### src/rtl/irq_ctrl.sv
// irq_ctrl: small priority interrupt controller sitting between up to eight
// device interrupt lines and a CPU with a single edge-detected irq input.
//
// Rising edges on intin latch into a pending register. Pending bits that
// are enabled by the mask are eligible. The lowest-index eligible source
// wins when the CPU acknowledges. A three-state handshake
// (IDLE -> REQ -> SERV) issues one irq pulse per interrupt and tracks the
// in-service source until the CPU returns from the interrupt.
//
// Ports
//   clk       in   1        sole clock, rising edge
//   rst       in   1        synchronous reset, active-low
//   intin     in   NUM_SRC  device interrupt lines, bit 0 highest priority
//   int_ack   in   1        CPU interrupt-acknowledge strobe
//   rti       in   1        CPU return-from-interrupt strobe
//   stb       in   1        IO select for this device
//   wr        in   1        IO write (1) / read (0) while stb=1
//   adr       in   2        register select
//   data_in   in   32       IO write data
//   data_out  out  32       IO read data (combinational, 0 when stb=0)
//   ack       out  1        IO acknowledge, mirrors stb
//   irq       out  1        registered one-cycle interrupt request
//
// Register map
//   0  R: pending          W: write-1-to-clear pending
//   1  R/W: enable mask
//   2  R: {active, spur, isn[2:0]}   W: ignored
//   3  R: 0                W: set pending (software trigger)
`timescale 1ns/1ps

module irq_ctrl #(
  parameter int         NUM_SRC   = 8,
  parameter logic [7:0] MASK_INIT = 8'h00
) (
  input  logic               clk,
  input  logic               rst,
  input  logic [NUM_SRC-1:0] intin,
  input  logic               int_ack,
  input  logic               rti,
  input  logic               stb,
  input  logic               wr,
  input  logic [1:0]         adr,
  input  logic [31:0]        data_in,
  output logic [31:0]        data_out,
  output logic               ack,
  output logic               irq
);

  typedef enum logic [1:0] {
    S_IDLE = 2'd0,
    S_REQ  = 2'd1,
    S_SERV = 2'd2
  } state_t;

  state_t             r_state;
  logic               r_irq;
  logic [NUM_SRC-1:0] r_intin_q;
  logic [NUM_SRC-1:0] r_pend;
  logic [NUM_SRC-1:0] r_mask;
  logic [2:0]         r_isn;
  logic               r_spur;

  logic [NUM_SRC-1:0] w_edge;
  logic [NUM_SRC-1:0] w_elig;
  logic [2:0]         w_sel;
  logic               w_none;
  logic               w_take;
  logic               w_wr;
  logic [NUM_SRC-1:0] w_set;
  logic [NUM_SRC-1:0] w_clr;
  logic [NUM_SRC-1:0] w_pend_nxt;
  logic [31:0]        w_rdata;
  logic               w_unused;

  // Lowest-index set bit; returns 0 for an all-zero vector, which is what
  // ends up in isn on a spurious acknowledge.
  function automatic logic [2:0] f_lowest(input logic [NUM_SRC-1:0] v);
    f_lowest = '0;
    for (int i = NUM_SRC - 1; i >= 0; i--) begin
      if (v[i]) f_lowest = 3'(i);
    end
  endfunction

  assign w_edge = intin & ~r_intin_q;
  assign w_elig = r_pend & r_mask;
  assign w_sel  = f_lowest(w_elig);
  assign w_none = (w_elig == '0);
  assign w_take = (r_state == S_REQ) && int_ack;
  assign w_wr   = stb && wr;

  // Only the low NUM_SRC data bits reach any register.
  assign w_unused = ^data_in;

  // Pending update: clears are applied first and sets OR'd on top, so a
  // set and a clear of the same bit in one cycle leaves the bit set.
  always_comb begin
    w_set = w_edge;
    if (w_wr && (adr == 2'd3)) w_set = w_set | data_in[NUM_SRC-1:0];

    w_clr = '0;
    if (w_wr && (adr == 2'd0)) w_clr = data_in[NUM_SRC-1:0];
    if (w_take && !w_none) begin
      for (int i = 0; i < NUM_SRC; i++) begin
        if (w_sel == 3'(i)) w_clr[i] = 1'b1;
      end
    end

    w_pend_nxt = (r_pend & ~w_clr) | w_set;
  end

  always_ff @(posedge clk) begin
    if (!rst) begin
      r_state   <= S_IDLE;
      r_irq     <= 1'b0;
      r_intin_q <= '0;
      r_pend    <= '0;
      r_mask    <= MASK_INIT[NUM_SRC-1:0];
      r_isn     <= '0;
      r_spur    <= 1'b0;
    end else begin
      r_intin_q <= intin;
      r_pend    <= w_pend_nxt;
      if (w_wr && (adr == 2'd1)) r_mask <= data_in[NUM_SRC-1:0];

      // irq is only ever raised on the IDLE->REQ transition, so it is
      // high for exactly the first cycle of REQ.
      r_irq <= 1'b0;
      case (r_state)
        S_IDLE: begin
          if (!w_none) begin
            r_state <= S_REQ;
            r_irq   <= 1'b1;
          end
        end
        S_REQ: begin
          // The CPU may take arbitrarily long to acknowledge; if software
          // cleared or masked everything meanwhile, report a spurious ack.
          if (int_ack) begin
            r_state <= S_SERV;
            r_isn   <= w_sel;
            r_spur  <= w_none;
          end
        end
        S_SERV: begin
          if (rti) r_state <= S_IDLE;
        end
        default: r_state <= S_IDLE;
      endcase
    end
  end

  always_comb begin
    w_rdata = '0;
    if (stb) begin
      case (adr)
        2'd0:    w_rdata[NUM_SRC-1:0] = r_pend;
        2'd1:    w_rdata[NUM_SRC-1:0] = r_mask;
        2'd2:    w_rdata[4:0] = {(r_state == S_SERV), r_spur, r_isn};
        default: w_rdata = '0;
      endcase
    end
  end

  assign data_out = w_rdata;
  assign ack      = stb;
  assign irq      = r_irq;

endmodule
### config.mk
export PLATFORM = sky130hd
export DESIGN_NAME = irq_ctrl
export DESIGN_NICKNAME = d
export VERILOG_FILES = /design/src/rtl/irq_ctrl.sv
export SDC_FILE = /design/constraint.sdc
export NUM_CORES = 1
export LEC_CHECK = 0
export ABC_AREA = 0
export BUFFER_PORTS_ARGS = -buffer_cell sky130_fd_sc_hd__clkbuf_2
export CAP_MARGIN = 20
export CORE_MARGIN = 5
export CORE_UTILIZATION = 40
export DETAILED_ROUTE_END_ITERATION = 12
export GPL_ROUTABILITY_DRIVEN = 0
export GPL_TIMING_DRIVEN = 0
export HOLD_SLACK_MARGIN = 0.03
export PLACE_DENSITY = 0.7
export SYNTH_ARGS = -nofsm -noshare
export SYNTH_HDL_FRONTEND = slang
export SYNTH_SLANG_ARGS = --single-unit
### constraint.sdc
create_clock -name clk -period 3.7 [get_ports clk]
set_clock_uncertainty 0.05 [all_clocks]
set_input_delay 0.555 -clock clk [delete_from_list [all_inputs] [get_ports clk]]
set_output_delay 0.555 -clock clk [all_outputs]
set_load 0.1 [all_outputs]
==> metrics, run 1 <==
status completed; FILL cells 445; worst r2r src r_pend[2]; CTS tree done; DP Wirelength 3140 um; R2R setup slack 2.18 ns; hold endpoint r_isn[2]; Synth top area share 35.5%; number of synthesized flops with an enable pin 0; DRT antenna net count 0; die area 0.00579 mm2; worst IR drop on VDD 0.000237 V; first-pass GRT wire length 6870 um; Syn Area/Cell 8.40 um2; Rows 24; core area 0.00429 mm2; commonest non-fill, non-tap cell in the layout nand2_1; Worst path slowest cell clkbuf_2; NumNets Final 318; Vias 1529; R2R cell count 5; beginning of the worst hold path r_isn[2]; initial DRC count 120; commonest non-fill, non-tap cells in the layout 37 x nand2_1, 32 x clkbuf_2, 31 x dfxtp_1; Syn Inst Count 208; initial antenna violation count 0; Vias/cell 4.73; Die Ht 76.1 um; Non-Filler Instances 323; post-CTS setup repair buffer count 0; leakage 0.963 nW; period utilization 63.2%; cells taking the most area after synthesis dfxtp_1 36%, buf_4 12%, nand2_1 7.9%, a21boi_0 5.2%, and2_1 4.3%; Min Clock Period, post-route 2.34 ns; Max Cap Viol 0; relative slew slack 56.4%; Post-synth top flop dfxtp_1; GRT Residual Overflow 0; crit end category primary output; Post-Route Setup TNS 0 ns; Root Driver clkbuf_8; Tightest Pin Transition 0.652 ns; # IOs 82; Total Routing Usage GR 14.7%; FF/Latch Area 621 um2; clock buffer depth 2; ant diodes 0; vias in the first global route 1433; data arrival time of the critical path 1.73 ns; proportion of layout cells with a drive suffix above 1 27.3%; FMAX 428 MHz; post-route setup slack 1.36 ns; reg2reg end r_pend[6]; die width 76.1 um; CP max stage delay 0.45 ns; Residual DRC 0; crit path cell chain buf_4, nor2b_2, nand2_1, o21ai_0, and2_1, clkbuf_2; WP data required 3.09 ns; clk_lat worst skew 0.29 ns; DP Worst Slack 1.36 ns; starting density of the core 40.7%; clock-pin slew on the worst setup and hold paths 0.06 ns; Slew Limit Fails 0; largest net degree at the start of global routing 11; mapped cell area 0.00175 mm2; Pwr Density 410 mW/mm2; asr flop ratio synth 0%; largest area contributor in the netlist dfxtp_1; deepest level of the CTS H-tree 2; synth unique cells 37; post-CTS sizing 0; DRT Pass-1 Iters 4; CP Max Fanout 10; clk sinks 31; synth-to-layout area growth 23.6%; # hold bufs at CTS 0; Multi-input gate area 982 um2; Buffers on Ports 32; Setup violations, final 0; crit path kind input pin to primary output; Final Hold Violating Endpoints 0; routed len/inst 12.7 um; WL final 4100 um; Synth Warn # 0; RSZ-0062 raised after global routing no; smallest hold slack 0.411 ns; critical path launch point type input pin; Worst Hold Depth 2; Post-Place Cells 315; post-synthesis sequential element count 31; CTS Buf Count 5; Min-Delay Path Class register to register; post-synthesis sequential area ratio 35.5%
==> registers in the layout, indices dropped and copies added, names as in the netlist <==
signal and cells:
r_pend 8, irq 1, r_state 2, r_intin_q 8
r_mask 8, r_isn 3, r_spur 1
==> layout make-up <==
| type | instances | area share (%) |
|---|---|---|
| Multi-Input combinational cell | 166 | 45.5 |
| Sequential cell | 31 | 28.7 |
| Buffer | 32 | 10.4 |
| Timing Repair Buffer | 32 | 7.42 |
| Clock buffer | 8 | 4.63 |
| Tap cell | 52 | 3.01 |
| Inverter | 2 | 0.348 |
==> worst max-delay path, delay by kind of cell <==
kind,cells,cell delay [ns]
AOI/OAI and AO/OA,1,0.08
and+or+nand+nor,3,0.48
buffers and inverters,2,0.61
==> power by group <==
| part | internal [W] | switching [W] | leakage, nW |
|---|---|---|---|
| Combinational | 0.0000567 | 0.000172 | 0.656 |
| Clock | 0.000169 | 0.000124 | 0.0515 |
| Sequential | 0.000350 | 0.0000143 | 0.255 |
==> cells by family (layout without fill, tap and decap cells) <==
group                  count (synthesis)  after routing  synth area share, %
DFF                                   31             31                 35.5
other                                  1             24                0.215
buffers and inverters                 34             74                 13.2
muxes                                  7              7                 4.01
and+or+nand+nor                       83             83                 25.0
AOI/OAI and AO/OA                     52             52                 22.0
==> worst max path at each step <==
stage                      start     endpoint  cells after the start
final                     adr[1]  data_out[0]                      6
after global routing      adr[1]  data_out[1]                      6
after CTS                 adr[1]  data_out[0]                      6
after detailed placement  adr[1]  data_out[0]                      6
after global placement    adr[1]  data_out[0]                      6
after floorplan           adr[1]  data_out[4]                      5
==> cells in the mapped netlist (all sizes together), types with 2 or more instances <==
cell type	instances
a32o	2
buf	29
nor3	2
a21oi	8
nand2b	3
nor2	5
inv	2
nand2	37
o211ai	7
clkbuf	3
nor2b	12
o21ai	4
a222oi	3
mux2i	7
dfxtp	31
a22oi	4
nand3	5
and3b	2
nand3b	2
a21boi	18
and2	12
a22o	3
==> stage by stage <==
step	total power, W	area, um2	util, %
2_1_floorplan	0.000565	1830	-
3_3_place_gp	0.000597	2060	48.0
3_5_place_dp	0.000599	2060	48.0
4_1_cts	0.000892	2160	50.3
5_1_grt	0.000921	2160	50.3
6_report	0.000886	2160	50.3
==> routing by layer <==
metal  wire, um  share of wire [%]  up-vias  GRT usage, %
met3        359                8.8        8          5.91
li1           -                  -      798             -
met5          0                  0        -             0
met1       1840                 45      670          17.6
met2       1830                 45       53          23.5
met4         70                1.7        0          5.77
(Power assumes the default switching activity.)
==> inputs of run 2 (changes only) <==
ABC_AREA = 1   (was 0)
clock period = 2.4 ns   (was 3.7 ns; I/O delays follow)
==> run 2 against run 1 <==
Utilization increased by 0.98 points. Setup slack worse by 1.2 ns. Die area is 1.6% higher. Critical path type unchanged. Largest cell class unchanged. Largest power group unchanged.
==> metrics, run 2 <==
GR met2 Demand/Resource 26.1% (was 23.5%); Vias/cell 4.51 (was 4.73); initial antenna violation count 0 (unchanged); ant diodes 0 (unchanged); crit path kind input pin to primary output (unchanged); post-CTS sizing 0 (unchanged); data arrival time of the critical path 1.85 ns (was 1.73 ns); Non-Filler Instances 380 (was 323); Residual DRC 0 (unchanged); post-route setup slack 0.142 ns (was 1.36 ns); WL final 4350 um (was 4100 um); CTS tree done (unchanged); status completed (unchanged); crit end category primary output (unchanged); global route hottest layer met2 (unchanged); clock buffer depth 2 (unchanged); Min Clock Period, post-route 2.26 ns; Die Ht 76.7 um (was 76.1 um); Total Power 0.00142 W (was 0.000886 W); post-synthesis sequential element count 31 (unchanged); NumNets Final 375 (was 318); CTS Buf Count 5 (unchanged); vias in the first global route 1652 (was 1433); worst IR drop on VDD 0.000419 V (was 0.000237 V); WP data required 1.99 ns (was 3.09 ns); initial DRC count 86 (was 120); Post-synth top flop dfxtp_1 (unchanged); Root Driver clkbuf_8 (unchanged); Slew Limit Fails 0 (unchanged); DRT antenna net count 0 (unchanged); GRT Residual Overflow 0 (unchanged); RSZ-0062 raised after global routing no (unchanged); Syn Inst Count 264 (was 208); first-pass GRT wire length 7390 um (was 6870 um); R2R setup slack 0.85 ns (was 2.18 ns); Synth Warn # 0 (unchanged); clk sinks 31 (unchanged); leakage 1.21 nW (was 0.963 nW); clock-pin slew on the worst setup and hold paths 0.06 ns (about the same); number of synthesized flops with an enable pin 0 (unchanged); largest net degree at the start of global routing 11 (unchanged); die width 76.7 um (was 76.1 um); Post-Route Setup TNS 0 ns (unchanged); routed len/inst 11.5 um (was 12.7 um); # IOs 82 (unchanged); most frequent cell after synthesis nand2_1 (unchanged); period utilization 94.1%; Buffers on Ports 33 (was 32); clk_lat worst skew 0.29 ns (about the same); Tightest Pin Transition 0.625 ns (was 0.652 ns); relative slew slack 58.2% (was 56.4%); synth cell count leaders 76 x nand2_1, 38 x inv_1, 31 x dfxtp_1 (was 37 x nand2_1, 31 x dfxtp_1, 27 x buf_4); commonest non-fill, non-tap cells in the layout 76 x nand2_1, 38 x inv_1, 33 x clkbuf_2 (was 37 x nand2_1, 32 x clkbuf_2, 31 x dfxtp_1); M3 GR Usage 4.22% (was 5.91%); final core utilization 51.3% (was 50.3%); mapped cell area 0.00178 mm2 (was 0.00175 mm2); Syn Area/Cell 6.74 um2 (was 8.40 um2); Final Hold Violating Endpoints 0 (unchanged); core area 0.00432 mm2 (was 0.00429 mm2); Max Cap Viol 0 (unchanged); DP Wirelength 3230 um (was 3140 um); post-synthesis sequential area ratio 34.9% (was 35.5%); Vias 1713 (was 1529); deepest level of the CTS H-tree 2 (unchanged); Setup violations, final 0 (unchanged); Total Routing Usage GR 15.6% (was 14.7%); Top Registers r_intin_q x8, r_mask x8, r_pend x8 (unchanged); synth unique cells 21 (was 37); asr flop ratio synth 0% (unchanged); die area 0.00589 mm2 (was 0.00579 mm2); CP Max Fanout 8 (was 10); DP Worst Slack 0.0421 ns (was 1.36 ns); Rows 24 (unchanged); # hold bufs at CTS 0 (unchanged); met1 usage 18.1% (was 17.6%); commonest non-fill, non-tap cell in the layout nand2_1 (unchanged); Min-Delay Path Class input pin to register (was register to register); synth-to-layout area growth 24.5% (was 23.6%); largest area contributor in the netlist dfxtp_1 (unchanged); cells taking the most area after synthesis dfxtp_1 35%, nand2_1 16%, buf_4 11%, inv_1 8.0%, nor2_1 4.6% (was dfxtp_1 36%, buf_4 12%, nand2_1 7.9%, a21boi_0 5.2%, and2_1 4.3%); Post-Place Cells 372 (was 315); Pwr Density 640 mW/mm2 (was 410 mW/mm2); post-CTS setup repair buffer count 0 (unchanged); FMAX 443 MHz; proportion of layout cells with a drive suffix above 1 26.5% (was 27.3%); Synth top area share 34.9% (was 35.5%); critical path launch point type input pin (unchanged); DRT Pass-1 Iters 4 (unchanged); starting density of the core 41.2% (was 40.7%)
run 2: worst paths after layout:
check | startpoint | end | cells past startpoint
setup / recovery | adr[1] | data_out[4] | 5
hold / removal | intin[5] | r_intin_q[5] | 3
setup reg to reg | r_pend[0] | r_pend[7] | 8
hold reg to reg | r_state[0] | irq | 1
run 2: kinds of logic (layout without fill, tap and decap cells):
| group | after synthesis | count (layout) | synth area share, % |
|---|---|---|---|
| and+or+nand+nor | 125 | 125 | 31.8 |
| buffers and inverters | 70 | 111 | 20.0 |
| AOI/OAI and AO/OA | 37 | 37 | 13.1 |
| DFF | 31 | 31 | 34.9 |
| other | 1 | 24 | 0.211 |
run 2: stage by stage:
stage / hold WS, ns / area, um2
after global routing: 0.218 / 2220
after floorplan: 0.393 / 1880
after global placement: 0.409 / 2110
final: 0.212 / 2220
after CTS: 0.203 / 2210
after detailed placement: 0.417 / 2110
run 2: report_power, final:
group	leakage [nW]	switching [W]	internal (W)	total (W)
Clock	0.0515	0.000197	0.000261	0.000458
Sequential	0.255	0.0000185	0.000546	0.000565
Combinational	0.904	0.000310	0.0000866	0.000396
Total	1.21	0.000525	0.000894	0.00142
run 2: area by class of cell:
cell class / count / area [um2]
Timing Repair Buffer: 33 / 165
Tap cell: 52 / 65.1
Inverter: 42 / 158
Clock buffer: 8 / 100
Buffer: 28 / 199
Sequential cell: 31 / 621
Fill cell: 463 / 2110
Multi-Input combinational cell: 186 / 910
run 2: per-layer routing:
layer,part of all wire [%],wire (um)
met1,43,1870
met2,47,2070
met3,7.4,322
met4,2.2,97
met5,0,0
run 2: worst max-delay path, stage by stage:
cell      delay, ns
clkbuf_2       0.16
nor2_1         0.51
nand2_1        0.13
a31oi_2        0.21
clkbuf_2       0.48
==> inputs of run 3 (changes only) <==
BUFFER_PORTS_ARGS = not set   (was -buffer_cell sky130_fd_sc_hd__clkbuf_2)
DONT_BUFFER_PORTS = 1   (was not set)
PLACE_DENSITY = not set   (was 0.7)
==> run 3 against run 2 <==
Global-route usage grew 0.12 points. Via count shrank 6.1%. Critical endpoint is now data_out[1]. Fmax is essentially flat. Final cell count shrank 7.6%. Power shrank 6.0%. Highest routed layer unchanged. Flip-flop and latch count is the same. Sequential share of layout area grew 1.4 points. Utilization shrank 2.5 points. Critical path depth grew 1. Count of clock-buffer cells in the layout shrank 1.
==> metrics, run 3 (synthesis gave the netlist of run 2 again) <==
status completed (unchanged); FILL cells 477 (was 463); WP data required 1.99 ns (about the same); synth-to-layout area growth 18.6% (was 24.5%); Rows 24 (unchanged); Top Registers r_intin_q x8, r_mask x8, r_pend x8 (unchanged); die area 0.00589 mm2 (unchanged); worst IR drop on VDD 0.000338 V (was 0.000419 V); DP Wirelength 3280 um (was 3230 um); R2R setup slack 0.92 ns (was 0.85 ns); Buffers on Ports 0 (was 33); initial DRC count 41 (was 86); Min-Delay Path Class input pin to register (unchanged); # hold bufs at CTS 0 (unchanged); DRT antenna net count 0 (unchanged); WL final 4440 um (was 4350 um); clk_lat worst skew 0.28 ns (was 0.29 ns); relative slew slack 37.7% (was 58.2%); routed len/inst 12.6 um (was 11.5 um); Vias 1608 (was 1713); Residual DRC 0 (unchanged); leakage 1.07 nW (was 1.21 nW); first-pass GRT wire length 7370 um (was 7390 um); R2R cell count 8 (unchanged); Min Clock Period, post-route 2.26 ns (about the same); Slew Limit Fails 0 (unchanged); clock-pin slew on the worst setup and hold paths 0.07 ns (was 0.06 ns); Pwr Density 632 mW/mm2 (was 640 mW/mm2); core area 0.00432 mm2 (unchanged); Tightest Pin Transition 0.932 ns (was 0.625 ns); Max Cap Viol 0 (unchanged); WP buf/inv 2 (unchanged); proportion of layout cells with a drive suffix above 1 19.4% (was 26.5%); Vias/cell 4.58 (was 4.51); Total Routing Usage GR 15.7% (was 15.6%); Die Ht 76.7 um (unchanged); Root Driver clkbuf_8 (unchanged); worst r2r src r_pend[0] (unchanged); critical path endpoint data_out[1] (was data_out[4]); clock buffer depth 2 (unchanged); FMAX 443 MHz (about the same); crit path cell chain inv_1, nor2_1, nand2_1, nand3_1, nand2_1, inv_1 (was clkbuf_2, nor2_1, nand2_1, a31oi_2, clkbuf_2); Final Hold Violating Endpoints 0 (unchanged); Post-Place Cells 343 (was 372); deepest level of the CTS H-tree 2 (unchanged); commonest non-fill, non-tap cell in the layout nand2_1 (unchanged); Setup violations, final 0 (unchanged); data arrival time of the critical path 1.85 ns (about the same); Levels on crit path 6 (was 5); largest net degree at the start of global routing 11 (unchanged); CP max stage delay 0.60 ns (was 0.51 ns); Worst path slowest cell inv_1 (was nor2_1); NumNets Final 346 (was 375); # IOs 82 (unchanged); crit end category primary output (unchanged); initial antenna violation count 0 (unchanged); GRT Residual Overflow 0 (unchanged); crit path kind input pin to primary output (unchanged); reg2reg end r_pend[7] (unchanged); CTS tree done (unchanged); CP delay by family, top simple AND/OR/NAND/NOR gates (was buffers and inverters); commonest non-fill, non-tap cells in the layout 76 x nand2_1, 36 x inv_1, 31 x dfxtp_1 (was 76 x nand2_1, 38 x inv_1, 33 x clkbuf_2); clk sinks 31 (unchanged); Non-Filler Instances 351 (was 380); die width 76.7 um (unchanged); design area 0.00211 mm2 (was 0.00222 mm2); period utilization 94.2% (was 94.1%); vias in the first global route 1578 (was 1652); starting density of the core 41.2% (unchanged); RSZ-0062 raised after global routing no (unchanged); critical path launch point type input pin (unchanged); dpl cell area 0.00202 mm2 (was 0.00211 mm2); ant diodes 0 (unchanged); CP Max Fanout 8 (unchanged); CTS Buf Count 5 (unchanged); crit path from adr[0] (was adr[1]); DRT Pass-1 Iters 4 (unchanged)
## run 3: cell types whose count changed in the layout (fill, tap and decap cells not counted), sizes merged
cell / previous run / this run
buf: 25 / 29
clkbuf: 44 / 10
clkinv: 0 / 1
clkinvlp: 0 / 2
inv: 42 / 40
## run 3: worst register-to-register path: stages, from the launching register on
cell     delay (ns)
dfxtp_1        0.32
nand2_1        0.18
nand2_1        0.15
inv_2          0.10
nand2_2        0.08
nor3_4         0.19
nand4_1        0.14
nand2_1        0.08
a21oi_1        0.05
## run 3: area by class of cell
type | count | area (um2) | share of cell area, %
plain buffers | 28 | 199 | 9.43
clock buffers | 7 | 76.3 | 3.62
flip-flops and latches | 31 | 621 | 29.4
inverters | 42 | 165 | 7.82
well taps | 52 | 65.1 | 3.08
multi-input cells | 186 | 907 | 43.0
clock inverters | 1 | 5.00 | 0.237
repair buffers | 4 | 72.6 | 3.44
## run 3: stage by stage
step,worst slack (ns),utilization (%),setup TNS (ns),total power (W),hold WS [ns]
4_1_cts,0.107,48.6,0,0.00134,0.109
5_1_grt,0.00518,48.8,0,0.00140,0.110
3_3_place_gp,-0.188,45.1,-0.467,0.000935,0.404
2_1_floorplan,0.132,-,0,0.000908,0.393
6_report,0.140,48.8,0,0.00133,0.115
3_5_place_dp,0.124,46.8,0,0.000945,0.409
## run 3: repair_timing
item	CTS	global route
buffers inserted	0	0
gates resized for setup	0	2
endpoints found under the setup margin	0	2
hold endpoints to repair	0	0
## run 3: worst min path at each step
stage | cells after the start | to | slack [ns] | start
final | 2 | r_intin_q[4] | 0.12 | intin[4]
after floorplan | 1 | irq | 0.39 | r_state[1]
after global placement | 2 | r_intin_q[2] | 0.40 | intin[2]
after CTS | 2 | r_intin_q[4] | 0.11 | intin[4]
after detailed placement | 2 | r_intin_q[4] | 0.41 | intin[4]
after global routing | 2 | r_intin_q[4] | 0.11 | intin[4]
## run 3: power breakdown
part           switching, W  internal, W  leakage [nW]
sequential        0.0000259     0.000546         0.255
combinational      0.000288    0.0000765         0.776
clock              0.000195     0.000203        0.0422
total              0.000509     0.000826          1.07
## run 3: per-layer routing
layer / vias up / wire (um) / global-route usage, %
met5: - / 0 / 0
met4: 0 / 62 / 5.07
met3: 6 / 377 / 5.50
met2: 51 / 2060 / 25.7
met1: 706 / 1940 / 19.1
li1: 845 / - / -
